===== src/rtl/secded_pkg.sv =====
// Shared SEC-DED helpers: check-width sizing, data-bit placement in the
// Hamming codeword and syndrome classification.
package secded_pkg;

  typedef enum logic [1:0] {
    ST_CLEAN  = 2'd0,
    ST_CORR   = 2'd1,
    ST_UNCORR = 2'd2
  } status_e;

  // Smallest r such that 2^r >= data_w + r + 1 (supports data_w up to 64).
  function automatic int ham_w(input int data_w);
    int r;
    r = 7;
    for (int k = 7; k >= 1; k--) begin
      if ((1 << k) >= data_w + k + 1) r = k;
    end
    return r;
  endfunction

  // Codeword position of data bit idx; positions start at 1, powers of two are skipped.
  function automatic int data_pos(input int idx);
    int pos;
    pos = idx + 1;
    for (int k = 0; k < 8; k++) begin
      if (pos >= (1 << k)) pos++;
    end
    return pos;
  endfunction

  function automatic status_e classify_syndrome(input logic par, input int syn, input int last_pos);
    status_e st;
    if (!par)
      st = (syn == 0) ? ST_CLEAN : ST_UNCORR;
    else if (syn > last_pos)
      st = ST_UNCORR;
    else
      st = ST_CORR;
    return st;
  endfunction

endpackage


===== src/rtl/keyed_secded_corrector_pipe_if.sv =====
// Codeword-in / corrected-data-out stream pair with valid/ready on each side.
interface keyed_secded_corrector_pipe_if
  import secded_pkg::*;
#(
  parameter int DATA_W = 32
) ();
  localparam int CHK_W = ham_w(DATA_W) + 1;

  logic              in_valid;
  logic              in_ready;
  logic [DATA_W-1:0] in_data;
  logic [CHK_W-1:0]  in_chk;
  logic              out_valid;
  logic              out_ready;
  logic [DATA_W-1:0] out_data;
  logic [1:0]        out_status;

  modport master (
    output in_valid, in_data, in_chk, out_ready,
    input  in_ready, out_valid, out_data, out_status
  );

  modport slave (
    input  in_valid, in_data, in_chk, out_ready,
    output in_ready, out_valid, out_data, out_status
  );
endinterface


===== src/rtl/secded_syndrome_gen.sv =====
// Combinational Hamming syndrome and overall parity of a received codeword.
module secded_syndrome_gen
  import secded_pkg::*;
#(
  parameter int DATA_W = 32,
  parameter int HAM_W  = ham_w(DATA_W)
) (
  input  logic [DATA_W-1:0] data,
  input  logic [HAM_W:0]    chk,
  output logic [HAM_W-1:0]  syn,
  output logic              par
);
  logic [HAM_W-1:0] contrib [DATA_W];

  genvar gi;
  for (gi = 0; gi < DATA_W; gi++) begin : g_pos
    localparam int POS = data_pos(gi);
    assign contrib[gi] = data[gi] ? HAM_W'(POS) : '0;
  end

  always_comb begin
    syn = chk[HAM_W-1:0];
    for (int i = 0; i < DATA_W; i++) begin
      syn = syn ^ contrib[i];
    end
  end

  assign par = (^data) ^ (^chk);
endmodule


===== src/rtl/keyed_secded_corrector_pipe.sv =====
// Two-stage SEC-DED corrector: stage 1 captures data and key-gated syndrome,
// stage 2 applies the correction and holds the result under backpressure.
module keyed_secded_corrector_pipe
  import secded_pkg::*;
#(
  parameter int                         DATA_W  = 32,
  parameter logic [ham_w(DATA_W)-1:0]   KEY_REF = '0,
  parameter int                         CNT_W   = 16
) (
  input  logic                          clk,
  input  logic                          rst,
  keyed_secded_corrector_pipe_if.slave  bus,
  input  logic                          key_shift_en,
  input  logic                          key_bit,
  input  logic                          key_commit,
  input  logic                          cnt_clr,
  output logic [CNT_W-1:0]              corr_cnt,
  output logic [CNT_W-1:0]              uncorr_cnt
);
  localparam int HAM_W    = ham_w(DATA_W);
  localparam int LAST_POS = DATA_W + HAM_W;

  logic [HAM_W-1:0]  key_shreg_reg, key_shreg_next, active_key_reg;
  logic              s1_valid_reg, s1_par_reg;
  logic [DATA_W-1:0] s1_data_reg;
  logic [HAM_W-1:0]  s1_syn_reg;
  logic              out_valid_reg;
  logic [DATA_W-1:0] out_data_reg;
  status_e           out_status_reg;
  logic [CNT_W-1:0]  corr_cnt_reg, uncorr_cnt_reg;

  logic [HAM_W-1:0]  raw_syn;
  logic              raw_par;
  logic              s2_load, out_fire;
  logic [DATA_W-1:0] flip_mask, data_next;
  status_e           status_next;

  secded_syndrome_gen #(.DATA_W(DATA_W), .HAM_W(HAM_W)) u_syn (
    .data (bus.in_data),
    .chk  (bus.in_chk),
    .syn  (raw_syn),
    .par  (raw_par)
  );

  assign s2_load     = !out_valid_reg || bus.out_ready;
  assign bus.in_ready = !s1_valid_reg || s2_load;
  assign out_fire    = out_valid_reg && bus.out_ready;

  // Check positions never match a data position, so they produce an all-zero mask.
  genvar gi;
  for (gi = 0; gi < DATA_W; gi++) begin : g_flip
    localparam int POS = data_pos(gi);
    assign flip_mask[gi] = (s1_syn_reg == HAM_W'(POS));
  end

  assign status_next    = classify_syndrome(s1_par_reg, int'(s1_syn_reg), LAST_POS);
  assign data_next      = (status_next == ST_CORR) ? (s1_data_reg ^ flip_mask) : s1_data_reg;
  assign key_shreg_next = {key_shreg_reg[HAM_W-2:0], key_bit};

  always_ff @(posedge clk or posedge rst) begin
    if (rst) begin
      key_shreg_reg  <= '0;
      active_key_reg <= '0;
    end else begin
      if (key_shift_en) key_shreg_reg <= key_shreg_next;
      if (key_commit)   active_key_reg <= key_shift_en ? key_shreg_next : key_shreg_reg;
    end
  end

  always_ff @(posedge clk or posedge rst) begin
    if (rst) begin
      s1_valid_reg   <= 1'b0;
      s1_data_reg    <= '0;
      s1_syn_reg     <= '0;
      s1_par_reg     <= 1'b0;
      out_valid_reg  <= 1'b0;
      out_data_reg   <= '0;
      out_status_reg <= ST_CLEAN;
    end else begin
      if (bus.in_ready) begin
        s1_valid_reg <= bus.in_valid;
        // The key in force at capture travels with the word via the stored syndrome.
        if (bus.in_valid) begin
          s1_data_reg <= bus.in_data;
          s1_syn_reg  <= raw_syn ^ active_key_reg ^ KEY_REF;
          s1_par_reg  <= raw_par;
        end
      end
      if (s2_load) begin
        out_valid_reg <= s1_valid_reg;
        if (s1_valid_reg) begin
          out_data_reg   <= data_next;
          out_status_reg <= status_next;
        end
      end
    end
  end

  always_ff @(posedge clk or posedge rst) begin
    if (rst) begin
      corr_cnt_reg   <= '0;
      uncorr_cnt_reg <= '0;
    end else if (cnt_clr) begin
      corr_cnt_reg   <= '0;
      uncorr_cnt_reg <= '0;
    end else if (out_fire) begin
      if (out_status_reg == ST_CORR && corr_cnt_reg != '1)
        corr_cnt_reg <= corr_cnt_reg + CNT_W'(1);
      if (out_status_reg == ST_UNCORR && uncorr_cnt_reg != '1)
        uncorr_cnt_reg <= uncorr_cnt_reg + CNT_W'(1);
    end
  end

  assign bus.out_valid  = out_valid_reg;
  assign bus.out_data   = out_data_reg;
  assign bus.out_status = out_status_reg;
  assign corr_cnt       = corr_cnt_reg;
  assign uncorr_cnt     = uncorr_cnt_reg;
endmodule

===== src/flat_wrapper.sv =====
// flat-port wrapper written by rule: the top's interface ports become plain ports
module keyed_secded_corrector_pipe_flat import secded_pkg::*;
#(
  parameter int                         DATA_W  = 32,
  parameter logic [ham_w(DATA_W)-1:0]   KEY_REF = '0,
  parameter int                         CNT_W   = 16
)
  (clk, rst, key_shift_en, key_bit, key_commit, cnt_clr, corr_cnt, uncorr_cnt, bus_in_valid, bus_in_data, bus_in_chk, bus_out_ready, bus_in_ready, bus_out_valid, bus_out_data, bus_out_status);
  keyed_secded_corrector_pipe_if #(.DATA_W(DATA_W)) bus_i ();
  input  logic clk;
  input  logic rst;
  input  logic key_shift_en;
  input  logic key_bit;
  input  logic key_commit;
  input  logic cnt_clr;
  output logic [CNT_W-1:0] corr_cnt;
  output logic [CNT_W-1:0] uncorr_cnt;
  input wire logic [$bits(bus_i.in_valid)-1:0] bus_in_valid;
  input wire logic [$bits(bus_i.in_data)-1:0] bus_in_data;
  input wire logic [$bits(bus_i.in_chk)-1:0] bus_in_chk;
  input wire logic [$bits(bus_i.out_ready)-1:0] bus_out_ready;
  output wire logic [$bits(bus_i.in_ready)-1:0] bus_in_ready;
  output wire logic [$bits(bus_i.out_valid)-1:0] bus_out_valid;
  output wire logic [$bits(bus_i.out_data)-1:0] bus_out_data;
  output wire logic [$bits(bus_i.out_status)-1:0] bus_out_status;
  assign bus_i.in_valid = bus_in_valid;
  assign bus_i.in_data = bus_in_data;
  assign bus_i.in_chk = bus_in_chk;
  assign bus_i.out_ready = bus_out_ready;
  assign bus_in_ready = bus_i.in_ready;
  assign bus_out_valid = bus_i.out_valid;
  assign bus_out_data = bus_i.out_data;
  assign bus_out_status = bus_i.out_status;
  keyed_secded_corrector_pipe #(.DATA_W(DATA_W), .KEY_REF(KEY_REF), .CNT_W(CNT_W)) u_core (.clk(clk), .rst(rst), .bus(bus_i), .key_shift_en(key_shift_en), .key_bit(key_bit), .key_commit(key_commit), .cnt_clr(cnt_clr), .corr_cnt(corr_cnt), .uncorr_cnt(uncorr_cnt));
endmodule

===== config.mk =====
export PLATFORM = sky130hd
export DESIGN_NAME = keyed_secded_corrector_pipe_flat
export DESIGN_NICKNAME = d
export VERILOG_FILES = /design/src/rtl/secded_pkg.sv /design/src/rtl/keyed_secded_corrector_pipe_if.sv /design/src/rtl/secded_syndrome_gen.sv /design/src/rtl/keyed_secded_corrector_pipe.sv /design/src/flat_wrapper.sv
export SDC_FILE = /design/constraint.sdc
export NUM_CORES = 1
export LEC_CHECK = 0
export CORE_UTILIZATION = 41
export DETAILED_ROUTE_END_ITERATION = 16
export PLACE_DENSITY = 0.68
export SLEW_MARGIN = 0
export SYNTH_ARGS = -nofsm -noshare
export SYNTH_HDL_FRONTEND = slang
export SYNTH_HIERARCHICAL = 1
export SYNTH_SLANG_ARGS = --single-unit

===== constraint.sdc =====
create_clock -name clk -period 4.7 [get_ports clk]
set_clock_uncertainty 0.2 [all_clocks]
set_input_delay 0.94 -clock clk [delete_from_list [all_inputs] [get_ports clk]]
set_output_delay 0.94 -clock clk [all_outputs]
set_load 0.05 [all_outputs]

==> flow_summary.ini, run 1 <==
[timing]
hold_violations = 0
finalSetupViolCount = 0
maxSlewHeadroom_pct = 42.4
grt_setup_unrepaired = false
post-route-period-util_pct = 76.4
setup_tns_ns = 0
fin_crit_ns = 3.59
slew_viol_final = 0
max_freq_ghz = 0.278
worst_pin_slew_ns = 0.864

[critical_path]
reg2reg_slack_ns = 2.36
critical_path.slowest_cell = clkdlybuf4s50_1
critPathArrivalTime_ns = 2.45
setup.worst_path.class = in -> out
reg2regPathDepth = 5
crit_family = buffers and inverters
crit_top_cell = clkdlybuf4s50_1
cp-end-kind = output pin
worstPathCellList = clkdlybuf4s50_1 -> nand3b_1 -> clkdlybuf4s50_1
cp-start-kind = input port
max_stage_delay_ns = 0.81
worst-path-buf-inv = 2
cp_max_fo = 5
crit_cells = 3
critPathRequiredTime_ns = 3.56

[cts]
cts_tree = yes
clockBufferDepth = 2
ctsHtreeMaxLevel = 4
cts_hold_buffers = 0
insertion_delay_ns = 0.41
cts_buffers = 17
cts_root_buffer = clkbuf_16
cts-resized-gates = 0
cts_setup_buffers = 0
clk_pin_slew_ns = 0.06
cts.sinks = 119

[grt]
grt-ovfl-total = 0
grt.total_usage_pct = 20.3
grt_max_degree = 68
antenna_found_initial = 0
grt_pass1_wl_um = 25400
grt_pass1_vias = 4899

[die]
die_w_um = 127
initial_core_util_pct = 42.1
io_pins = 115
core_area_um2 = 15300
rows = 45
die_h_um = 127
dieArea_um2 = 16200

[worst_hold_path]
min_path_cells = 1
hold_class = reg -> reg

[logic_synthesis]
syn_nets = 640
synth_seq_cells = 119
ys_warn_count = 6
ys_top_cells_by_area = dfrtp_1, xnor2_1, mux2_2
avgSynthCellArea_um2 = 10.9
synth_top_family_by_area = XOR/XNOR gates
async_flop_share_pct = 100
synth_top_area_share_pct = 46.3
ys_seq_area_share_pct = 46.3
syn_inst = 591
yosys.area.top_type = dfrtp_1
synthXorXnorAreaFrac_pct = 17.3
synth.distinct_cells = 45
synth_fa_ha_area_share_pct = 0.389
synth_simple_gate_area_share_pct = 16.2
synth_ff_type = dfrtp_1
synth_edf_count = 0
synth_compound_area_share_pct = 8.06
synthMuxAreaShare_pct = 9.42
synth_area_um2 = 6430

[cells_and_area]
layout.cells.non_filler = 920
drive_gt1_share_pct = 13.8
diodes = 0
nets = 745
area_growth_pct = 29.3

[routing]
drc = 0
vias_per_cell = 5.42
wire_per_inst_um = 17.1
routed_wl_um = 15700
final_antenna_net_count = 0
drtPass1Iterations = 5
wl_met3_um = 903
wl_met2_um = 7680
num_vias = 4990
top_layer = met4
wl_met1_um = 6940
drtIter0Drc = 480

[pwr]
vdd_drop_max_mv = 0.254
power.leakage_nw = 3.22
power_density_nw_per_um2 = 472

[placement]
dpl.cell_count = 888
io_buffers = 114
hpwlAfterDp_um = 11500
place_congestion = 0.867

[status]
status = finished, final reports clean

[job]
cap_violations = 0
[worst paths after layout]
kind                                                   startpoint                            endpoint
worst max-delay path                                bus_out_ready                        bus_in_ready
worst min-delay path            u_core/key_shreg_reg[5]$_DFF_PP0_   u_core/key_shreg_reg[5]$_DFF_PP0_
worst max register to register   u_core/uncorr_cnt[0]$_DFFE_PP0P_   u_core/uncorr_cnt[13]$_DFFE_PP0P_
worst min register to register  u_core/key_shreg_reg[5]$_DFF_PP0_   u_core/key_shreg_reg[5]$_DFF_PP0_
max in group asynchronous                                     rst  u_core/bus.out_data[8]$_DFFE_PP0P_
min in group asynchronous                                     rst      u_core/corr_cnt[1]$_DFFE_PP0P_
[cells in the final DEF, fill, tap and decap left out, types with 2 or more instances in the layout]
master and count:
clkinv_4 2, nor2b_1 5, mux2i_1 2, clkbuf_16 17, clkinv_2 2, and4b_1 2
and3_1 3, inv_6 2, clkinvlp_4 7, and4_1 4, xnor3_1 11, buf_4 6
dfrtp_1 119, o21ai_0 14, a21oi_1 56, nand4_1 8, nand4b_1 2, nor3_1 21
inv_1 3, nand2b_1 9, clkdlybuf4s50_1 114, mux2_2 52, ha_1 2, nand2_1 20
nand3_1 15, or3b_2 2, or3_1 8, nor2_1 44, nor4_1 11, or4_1 18
nand3b_1 3, xor2_1 15, xor3_1 3, xnor2_1 70, xnor3_2 2, o31ai_1 16
nor4b_1 3
[power breakdown]
group	internal, W	switching (W)	total (W)	leakage, nW
Sequential	0.00120	0.000188	0.00139	1.45
Clock	0.000742	0.000487	0.00123	0.257
Combinational	0.000563	0.000740	0.00130	1.51
Total	0.00251	0.00142	0.00392	3.22
[worst register-to-register path, delay by kind of cell (launching register included)]
family                     cells  cell delay [ns]
DFF                            1             0.42
adders and majority gates      1             0.25
muxes                          1             0.30
and+or+nand+nor                3             1.06
[cell usage after synthesis (all sizes together) (4+ instances only)]
cell type    n
nand4        9
nor4        12
o31ai       16
dfrtp      119
nand3       15
nor2        44
o21ai       14
nand2       20
buf          9
xnor3       13
mux2        52
or3          8
xnor2       70
nand2b       9
or4         18
and4         4
xor2        15
a21oi       56
nor2b        5
clkbuf      25
inv          4
nor3        21
[layer usage]
metal | GRT usage (%) | vias up
met5 | 0 | -
met4 | 5.81 | 0
met3 | 4.98 | 23
met2 | 33.8 | 183
met1 | 26.3 | 2448
li1 | - | 2336
[logic make-up after synthesis]
kind of cell / count (synthesis)
AO/OA/AOI/OAI: 92
XOR/XNOR: 101
flip-flops: 119
buffers and inverters: 38
adder cells (fa/ha/maj): 2
multiplexers: 54
AND/OR/NAND/NOR: 185
[per-stage QoR]
stage          instance area (µm²)  hold slack, ns  setup slack [ns]  total power (W)  util [%]
3_5_place_dp                  7750           0.297              1.10          0.00271      50.8
3_3_place_gp                  7750           0.269              1.14          0.00268      50.8
2_1_floorplan                 6430           0.249             0.403          0.00230         -
6_report                      8310           0.313              1.11          0.00392      54.5
4_1_cts                       8310           0.314              1.11          0.00395      54.5
5_1_grt                       8310           0.329              1.08          0.00412      54.5
[area by class of cell]
class	count	area [µm²]
timing repair buffer	120	1190
sequential	119	2980
inverter	4	17.5
clock buffer	18	439
clock inverter	14	128
multi-input combinational	434	3300
tap	211	264
fill	1316	6940
Power figures use the tool's default switching activity.
==> inputs of run 2 (changes only) <==
PLACE_DENSITY = 0.7   (was 0.68)
clock period = 3.26 ns   (was 4.7 ns; I/O delays follow)
==> run 2 against run 1 <==
Sequential share of layout area decreased by 0.65 points. First-iteration DRC count shrank 25%. Clock power rose by 56%. Largest cell class unchanged.
==> flow_summary.ini, run 2 (synthesis gave the netlist of run 1 again) <==
[status]
status = finished, final reports clean

[die]
dieArea_um2 = 16200
io_pins = 115
initial_core_util_pct = 42.1
core_area_um2 = 15300
die_h_um = 127
die_w_um = 127
rows = 45

[cells_and_area]
area_growth_pct = 31.7
post-route-util_pct = 55.5
final_common_cell = dfrtp_1
nets = 754
final_cell_mix = dfrtp_1, clkdlybuf4s50_1, xnor2_1, a21oi_1, mux2_2
diodes = 0
drive_gt1_share_pct = 15.0

[cts]
cts-resized-gates = 0
insertion_delay_ns = 0.41
clockBufferDepth = 2
cts_tree = yes
cts.sinks = 119
cts_buffers = 17
cts_root_buffer = clkbuf_16
cts_hold_buffers = 0
ctsHtreeMaxLevel = 4
cts_setup_buffers = 0
clk_pin_slew_ns = 0.06

[critical_path]
critPathRequiredTime_ns = 3.36
reg2reg_slack_ns = 1.01
cp-start-kind = input port
startpoint = bus_in_data[30]
worstPathCellList = clkdlybuf4s50_1 -> xnor3_2 -> xnor3_2 -> xor3_1 -> xnor3_1 -> mux2_2
critical_path.slowest_cell = clkdlybuf4s50_1
critPathArrivalTime_ns = 2.96
crit_top_cell = xnor3_2
worstReg2RegEnd = u_core/corr_cnt[7]$_DFFE_PP0P_
regToRegStartpoint = u_core/corr_cnt[0]$_DFFE_PP0P_
crit_cells = 6
reg2regPathDepth = 5
crit_family = XOR/XNOR gates
worst-path-buf-inv = 1
cp_max_fo = 2
max_stage_delay_ns = 0.54
endpoint = u_core/s1_par_reg$_DFFE_PP0P_
cp-end-kind = register
setup.worst_path.class = in -> reg

[placement]
io_buffers = 114
hpwlAfterDp_um = 11400
place_congestion = 0.916

[pwr]
seq_power_share_pct = 34.2
power_density_nw_per_um2 = 687
switching_share_pct = 34.9
p_int_w = 0.00379
p_switching_w = 0.00203
power.leakage_nw = 3.31
combinationalPowerShare_pct = 32.8
vdd_drop_max_mv = 0.367
clockPowerShare_pct = 33.0

[timing]
fin_crit_ns = 2.86
finalSetupViolCount = 0
maxSlewHeadroom_pct = 53.8
max_freq_ghz = 0.349
setup_tns_ns = 0
post-route-period-util_pct = 87.8
worst_pin_slew_ns = 0.691
grt_setup_unrepaired = false
hold_violations = 0
slew_viol_final = 0

[grt]
grt_pass1_wl_um = 25400
grt.total_usage_pct = 20.3
grt_max_degree = 120
grt-ovfl-total = 0
antenna_found_initial = 0
grt_pass1_vias = 5045

[routing]
wire_per_inst_um = 16.8
top_layer = met4
vias_per_cell = 5.40
routed_wl_um = 15600
wl_met2_um = 7700
wl_met3_um = 897
drc = 0
wl_met1_um = 6800
num_vias = 5021
drtPass1Iterations = 5
drtIter0Drc = 358
final_antenna_net_count = 0

[worst_hold_path]
hold_class = reg -> reg

[job]
cap_violations = 0
==> run 2: cell count changes in the layout (fill, tap and decap cells not counted) <==
cell             before  now
inv_6                 2    1
clkdlybuf4s50_1     114  113
buf_4                 6   13
buf_12                0    3
clkinvlp_4            7    3
inv_4                 1    0
bufinv_16             1    3
clkinv_4              2    6
==> run 2: how the worst min path moves through the flow <==
stage	startpoint	endpoint	slack [ns]	cells past startpoint
6_report	u_core/s1_valid_reg$_DFFE_PP0N_	u_core/bus.out_valid$_DFFE_PP0P_	0.29	1
2_1_floorplan	u_core/s1_valid_reg$_DFFE_PP0N_	u_core/bus.out_valid$_DFFE_PP0P_	0.25	1
3_5_place_dp	u_core/s1_valid_reg$_DFFE_PP0N_	u_core/bus.out_valid$_DFFE_PP0P_	0.28	1
3_3_place_gp	u_core/s1_valid_reg$_DFFE_PP0N_	u_core/bus.out_valid$_DFFE_PP0P_	0.26	1
4_1_cts	u_core/s1_valid_reg$_DFFE_PP0N_	u_core/bus.out_valid$_DFFE_PP0P_	0.30	1
5_1_grt	u_core/s1_valid_reg$_DFFE_PP0N_	u_core/bus.out_valid$_DFFE_PP0P_	0.33	1
==> run 2: power groups by stage <==
stage          logic (W)  registers (W)  clock network (W)
2_1_floorplan    0.00101        0.00231                  0
3_3_place_gp     0.00188        0.00200                  0
3_5_place_dp     0.00191        0.00201                  0
4_1_cts          0.00192        0.00199            0.00195
5_1_grt          0.00204        0.00203            0.00203
6_report         0.00191        0.00199            0.00192
==> run 2: area by class of cell <==
type	count	area, µm²
clock buffer	18	439
clock inverter	14	176
fill	1317	6790
inverter	4	18.8
multi-input combinational	434	3300
sequential	119	2980
tap	211	264
timing repair buffer	129	1290
==> run 2: stage by stage <==
step           instance area [µm²]  cells  hold slack (ns)  setup WS [ns]  power [W]
5_1_grt                       8470    929            0.328          0.342    0.00609
6_report                      8470    929            0.291          0.396    0.00582
2_1_floorplan                 6430    591            0.249          0.580    0.00332
4_1_cts                       8470    929            0.299          0.425    0.00586
3_5_place_dp                  7850    897            0.281       -0.00312    0.00392
3_3_place_gp                  7850    897            0.263         0.0481    0.00388
==> run 2: layer usage <==
metal,GRT usage (%),vias up
met4,7.70,0
met5,0,-
met2,34.5,169
met3,4.06,25
li1,-,2360
met1,25.7,2467
==> inputs of run 3 (changes only) <==
CTS_BUF_LIST = sky130_fd_sc_hd__clkbuf_16   (was not set)
==> run 3 against run 2 <==
Register-to-register slack barely moved. Sequential share of layout area hardly changed. Power decreased by 0.37%. Global-route usage hardly changed. Die area stayed put. Core utilization decreased by 0.066 points. Non-clock buffer count stayed put. Maximum frequency is 0.29% higher. Via count up 0.80%.
==> flow_summary.ini, run 3 (synthesis gave the netlist of run 1 again) <==
[status]
status = finished, final reports clean

[timing]
hold_violations = 0
grt_setup_unrepaired = false
post-route-period-util_pct = 87.6
fin_hold_ws_ns = 0.293
slew_viol_final = 0
setup_tns_ns = 0
fin_crit_ns = 2.86
finalSetupViolCount = 0
maxSlewHeadroom_pct = 53.7
worst_pin_slew_ns = 0.692
max_freq_ghz = 0.350

[grt]
grt-ovfl-total = 0
antenna_found_initial = 0
grt_pass1_wl_um = 25400
grt.total_usage_pct = 20.3
grt_max_degree = 120
grt_pass1_vias = 5066

[critical_path]
reg2regPathDepth = 5
worstPathCellList = clkdlybuf4s50_1 -> xnor3_2 -> xnor3_2 -> xor3_1 -> xnor3_1 -> mux2_2
cp_max_fo = 2
crit_top_cell = xnor3_2
critPathRequiredTime_ns = 3.36
cp-start-kind = input port
max_stage_delay_ns = 0.53
critPathArrivalTime_ns = 2.96
cp-end-kind = register
setup.worst_path.class = in -> reg
critical_path.slowest_cell = clkdlybuf4s50_1

[die]
rows = 45
core_area_um2 = 15300
die_w_um = 127
io_pins = 115
die_h_um = 127
dieArea_um2 = 16200
initial_core_util_pct = 42.1

[pwr]
vdd_drop_max_mv = 0.365
power_density_nw_per_um2 = 685
power.leakage_nw = 3.30

[routing]
drtIter0Drc = 343
drtPass1Iterations = 5
vias_per_cell = 5.45
num_vias = 5061
final_antenna_net_count = 0
drc = 0
routed_wl_um = 15700
wire_per_inst_um = 16.9

[cts]
clockBufferDepth = 2
cts_buffers = 17
cts_root_buffer = clkbuf_16
insertion_delay_ns = 0.42
ctsHtreeMaxLevel = 4
cts_setup_buffers = 0
clk_pin_slew_ns = 0.06
cts.sinks = 119
cts-resized-gates = 0
cts_hold_buffers = 0
cts_tree = yes

[placement]
place_congestion = 0.916
dpl.cell_count = 897
hpwlAfterDp_um = 11400
io_buffers = 114
place_area_um2 = 7850

[worst_hold_path]
min_path_cells = 1
hold_class = reg -> reg

[cells_and_area]
final_common_cell = dfrtp_1
area_growth_pct = 31.5
final_cell_mix = dfrtp_1, clkdlybuf4s50_1, xnor2_1, a21oi_1, mux2_2
drive_gt1_share_pct = 14.9
post-route-util_pct = 55.4
layout.cells.non_filler = 929
finalInstanceArea_um2 = 8460
diodes = 0
nets = 754

[job]
cap_violations = 0
run 3: changes by cell type in the layout (fill, tap and decap cells not counted), sizes merged:
cell and change:
clkbuf -1, clkinv +1
run 3: path summary, 6_finish.rpt:
path / start / slack, ns / to
max reg2reg: u_core/corr_cnt[1]$_DFFE_PP0P_ / 1.01 / u_core/corr_cnt[14]$_DFFE_PP0P_
min: u_core/s1_valid_reg$_DFFE_PP0N_ / 0.29 / u_core/bus.out_valid$_DFFE_PP0P_
min reg2reg: u_core/s1_valid_reg$_DFFE_PP0N_ / 0.29 / u_core/bus.out_valid$_DFFE_PP0P_
max in group asynchronous: rst / 1.82 / u_core/uncorr_cnt[13]$_DFFE_PP0P_
min in group asynchronous: rst / 0.58 / u_core/bus.out_data[30]$_DFFE_PP0P_
max: bus_in_data[30] / 0.40 / u_core/s1_par_reg$_DFFE_PP0P_
run 3: critical path, delay by kind of cell:
kind	cells	cell delay, ns
XOR/XNOR	4	1.49
buffers and inverters	1	0.53
multiplexers	1	0.28
run 3: report_power, final:
group / switching (W) / internal, W / leakage [nW]
clock: 0.000690 / 0.00120 / 0.291
combinational: 0.00108 / 0.000828 / 1.57
sequential: 0.000259 / 0.00173 / 1.45
total: 0.00203 / 0.00376 / 3.30
run 3: layout make-up:
class / instances / area [µm²]
Multi-Input combinational cell: 434 / 3300
Tap cell: 211 / 264
Inverter: 4 / 18.8
Timing Repair Buffer: 129 / 1290
Fill cell: 1317 / 6800
Clock inverter: 15 / 180
Sequential cell: 119 / 2980
Clock buffer: 17 / 425
run 3: per-stage QoR:
stage,total power [W],setup WS [ns]
2_1_floorplan,0.00332,0.580
3_3_place_gp,0.00388,0.0481
3_5_place_dp,0.00392,-0.00312
4_1_cts,0.00584,0.424
5_1_grt,0.00607,0.345
6_report,0.00580,0.405
run 3: layer usage:
metal  vias to the layer above  GRT usage [%]  wire length (µm)
met4                         0           6.23               201
met5                         -              0                 0
met2                       192           34.9              7780
li1                       2363              -                 -
met1                      2483           25.3              6730
met3                        23           4.94               949
==> edit, RTL diff (flow settings as in run 1) <==
Register the output `uncorr_cnt` once more, cleared by the reset; this adds one clock of latency there. The other outputs are not delayed to match.
--- a/src/rtl/keyed_secded_corrector_pipe.sv
+++ b/src/rtl/keyed_secded_corrector_pipe.sv
@@ -115,5 +115,11 @@
   assign bus.out_data   = out_data_reg;
   assign bus.out_status = out_status_reg;
   assign corr_cnt       = corr_cnt_reg;
-  assign uncorr_cnt     = uncorr_cnt_reg;
+  always_ff @(posedge clk or posedge rst) begin
+    if (rst) begin
+      uncorr_cnt <= '0;
+    end else begin
+      uncorr_cnt <= uncorr_cnt_reg;
+    end
+  end
 endmodule
Behaviour: not the same (a bounded check fails within 4 cycles, from zero or initial values and one cycle with rst high).
==> edit against run 1 <==
Sequential cell count rose by 16; die area rose by 8.3%; via count fell by 0.50%; sequential share of layout area rose by 2.5 points; non-clock buffer count fell by 1; wire length fell by 0.53%; setup slack got worse by 0.0071 ns; area after synthesis rose by 8.4%; global-route usage fell by 1.4 points; cell area rose by 6.2%; power rose by 4.2%; sequential power rose by 10%; largest cell class unchanged; largest power group unchanged.
==> edit: results (changes against run 1) <==
metric	value	unit	change
status	completed		unchanged
via count	4965		was 4990
Setup WS pre-CTS	1.11	ns	was 1.10 ns
post-synthesis compound-gate area fraction	0.0800		was 0.0806
Total GRT Usage	0.189		was 0.203
Post-Synth XOR/XNOR Area	0.159		was 0.173
Largest delay share family, worst path	buffers and inverters		unchanged
post-CTS setup buffers	0		unchanged
crit path from	bus_out_ready		unchanged
Synth Area in Adders	0.00359		was 0.00389
number of fill cells	1436		was 1316
LEAKAGE	3.47	nW	was 3.22 nW
share of cells above drive strength 1	0.154		was 0.138
Reg clk slew, reported paths	0.06	ns	about the same
final wirelength	15700	um	about the same
Max FO, Critical Path	6		was 5
Peak VDD IR	0.289	mV	was 0.254 mV
Final HPWL DP	11600	um	was 11500 um
DR vias/cell	5.25		was 5.42
GPL Wtd Cong	0.848		was 0.867
number of global-route vias before repair	4901		was 4899
min-delay worst type	reg -> reg		unchanged
Synth Instances	608		was 591
Synth cell types	52		was 45
largest net degree at the start of global routing	86		was 68
worst flop-to-flop path startpoint	u_core/uncorr_cnt_reg[0]		was u_core/uncorr_cnt[0]
Nets	762		was 745
worst path buffer plus inverter count	2		unchanged
dpl cells	914		was 888
most frequent cells after synthesis	dfrtp_1 (135), xnor2_1 (74), a21oi_1 (58)		was dfrtp_1 (119), xnor2_1 (70), a21oi_1 (56)
Combinational Power Share	0.330		was 0.332
Placed Area	8280	um2	was 7750 um2
mux contribution to synthesized area	0.0820		was 0.0942
min-delay src	u_core/uncorr_cnt_reg[15]		was u_core/key_shreg_reg[5]
sw frac	0.357		was 0.361
Slew HR	0.496		was 0.424
syn nets	657		was 640
slowest stage cell, crit path	clkdlybuf4s50_1		unchanged
Seq. pwr	1.53	mW	was 1.39 mW
Comb power	1.35	mW	was 1.30 mW
TritonCTS Buffers	17		unchanged
register area share after synthesis	0.485		was 0.463
async set-or-reset flop fraction in the synthesized netlist	1.00		unchanged
1st-pass router iterations	8		was 5
Detailed Route Iter0 Violations	348		was 480
first-pass GRT wire length	25500	um	was 25400 um
CTS resizes	0		unchanged
largest cells by area after synthesis	dfrtp_1 (48%), xnor2_1 (9.3%), mux2_2 (7.4%)		was dfrtp_1 (46%), xnor2_1 (9.5%), mux2_2 (9.1%)
## edit: final cells by class
cell class,instances,area (um2),share of cell area
inverters,5,22.5,0.00255
clock buffers,22,474,0.0537
well taps,220,275,0.0312
repair buffers,119,1190,0.135
flip-flops and latches,135,3380,0.383
clock inverters,10,73.8,0.00836
multi-input cells,435,3410,0.386
## edit: worst paths after layout
path	slack, ns	depth (start not counted)	to
setup / recovery	1.10	3	bus_in_ready
hold reg to reg	0.24	0	u_core/uncorr_cnt[15]
setup reg to reg	2.34	5	u_core/uncorr_cnt_reg[3]
min in group asynchronous	0.79	3	u_core/bus.out_data[30]
hold / removal	0.24	0	u_core/uncorr_cnt[15]
max in group asynchronous	2.99	3	u_core/uncorr_cnt[4]
## edit: routing by layer
metal,wire [um],vias up,global-route usage
met1,6940,2439,0.241
li1,-,2382,-
met5,0,-,0
met3,604,10,0.0473
met4,116,0,0.0485
met2,7990,134,0.319
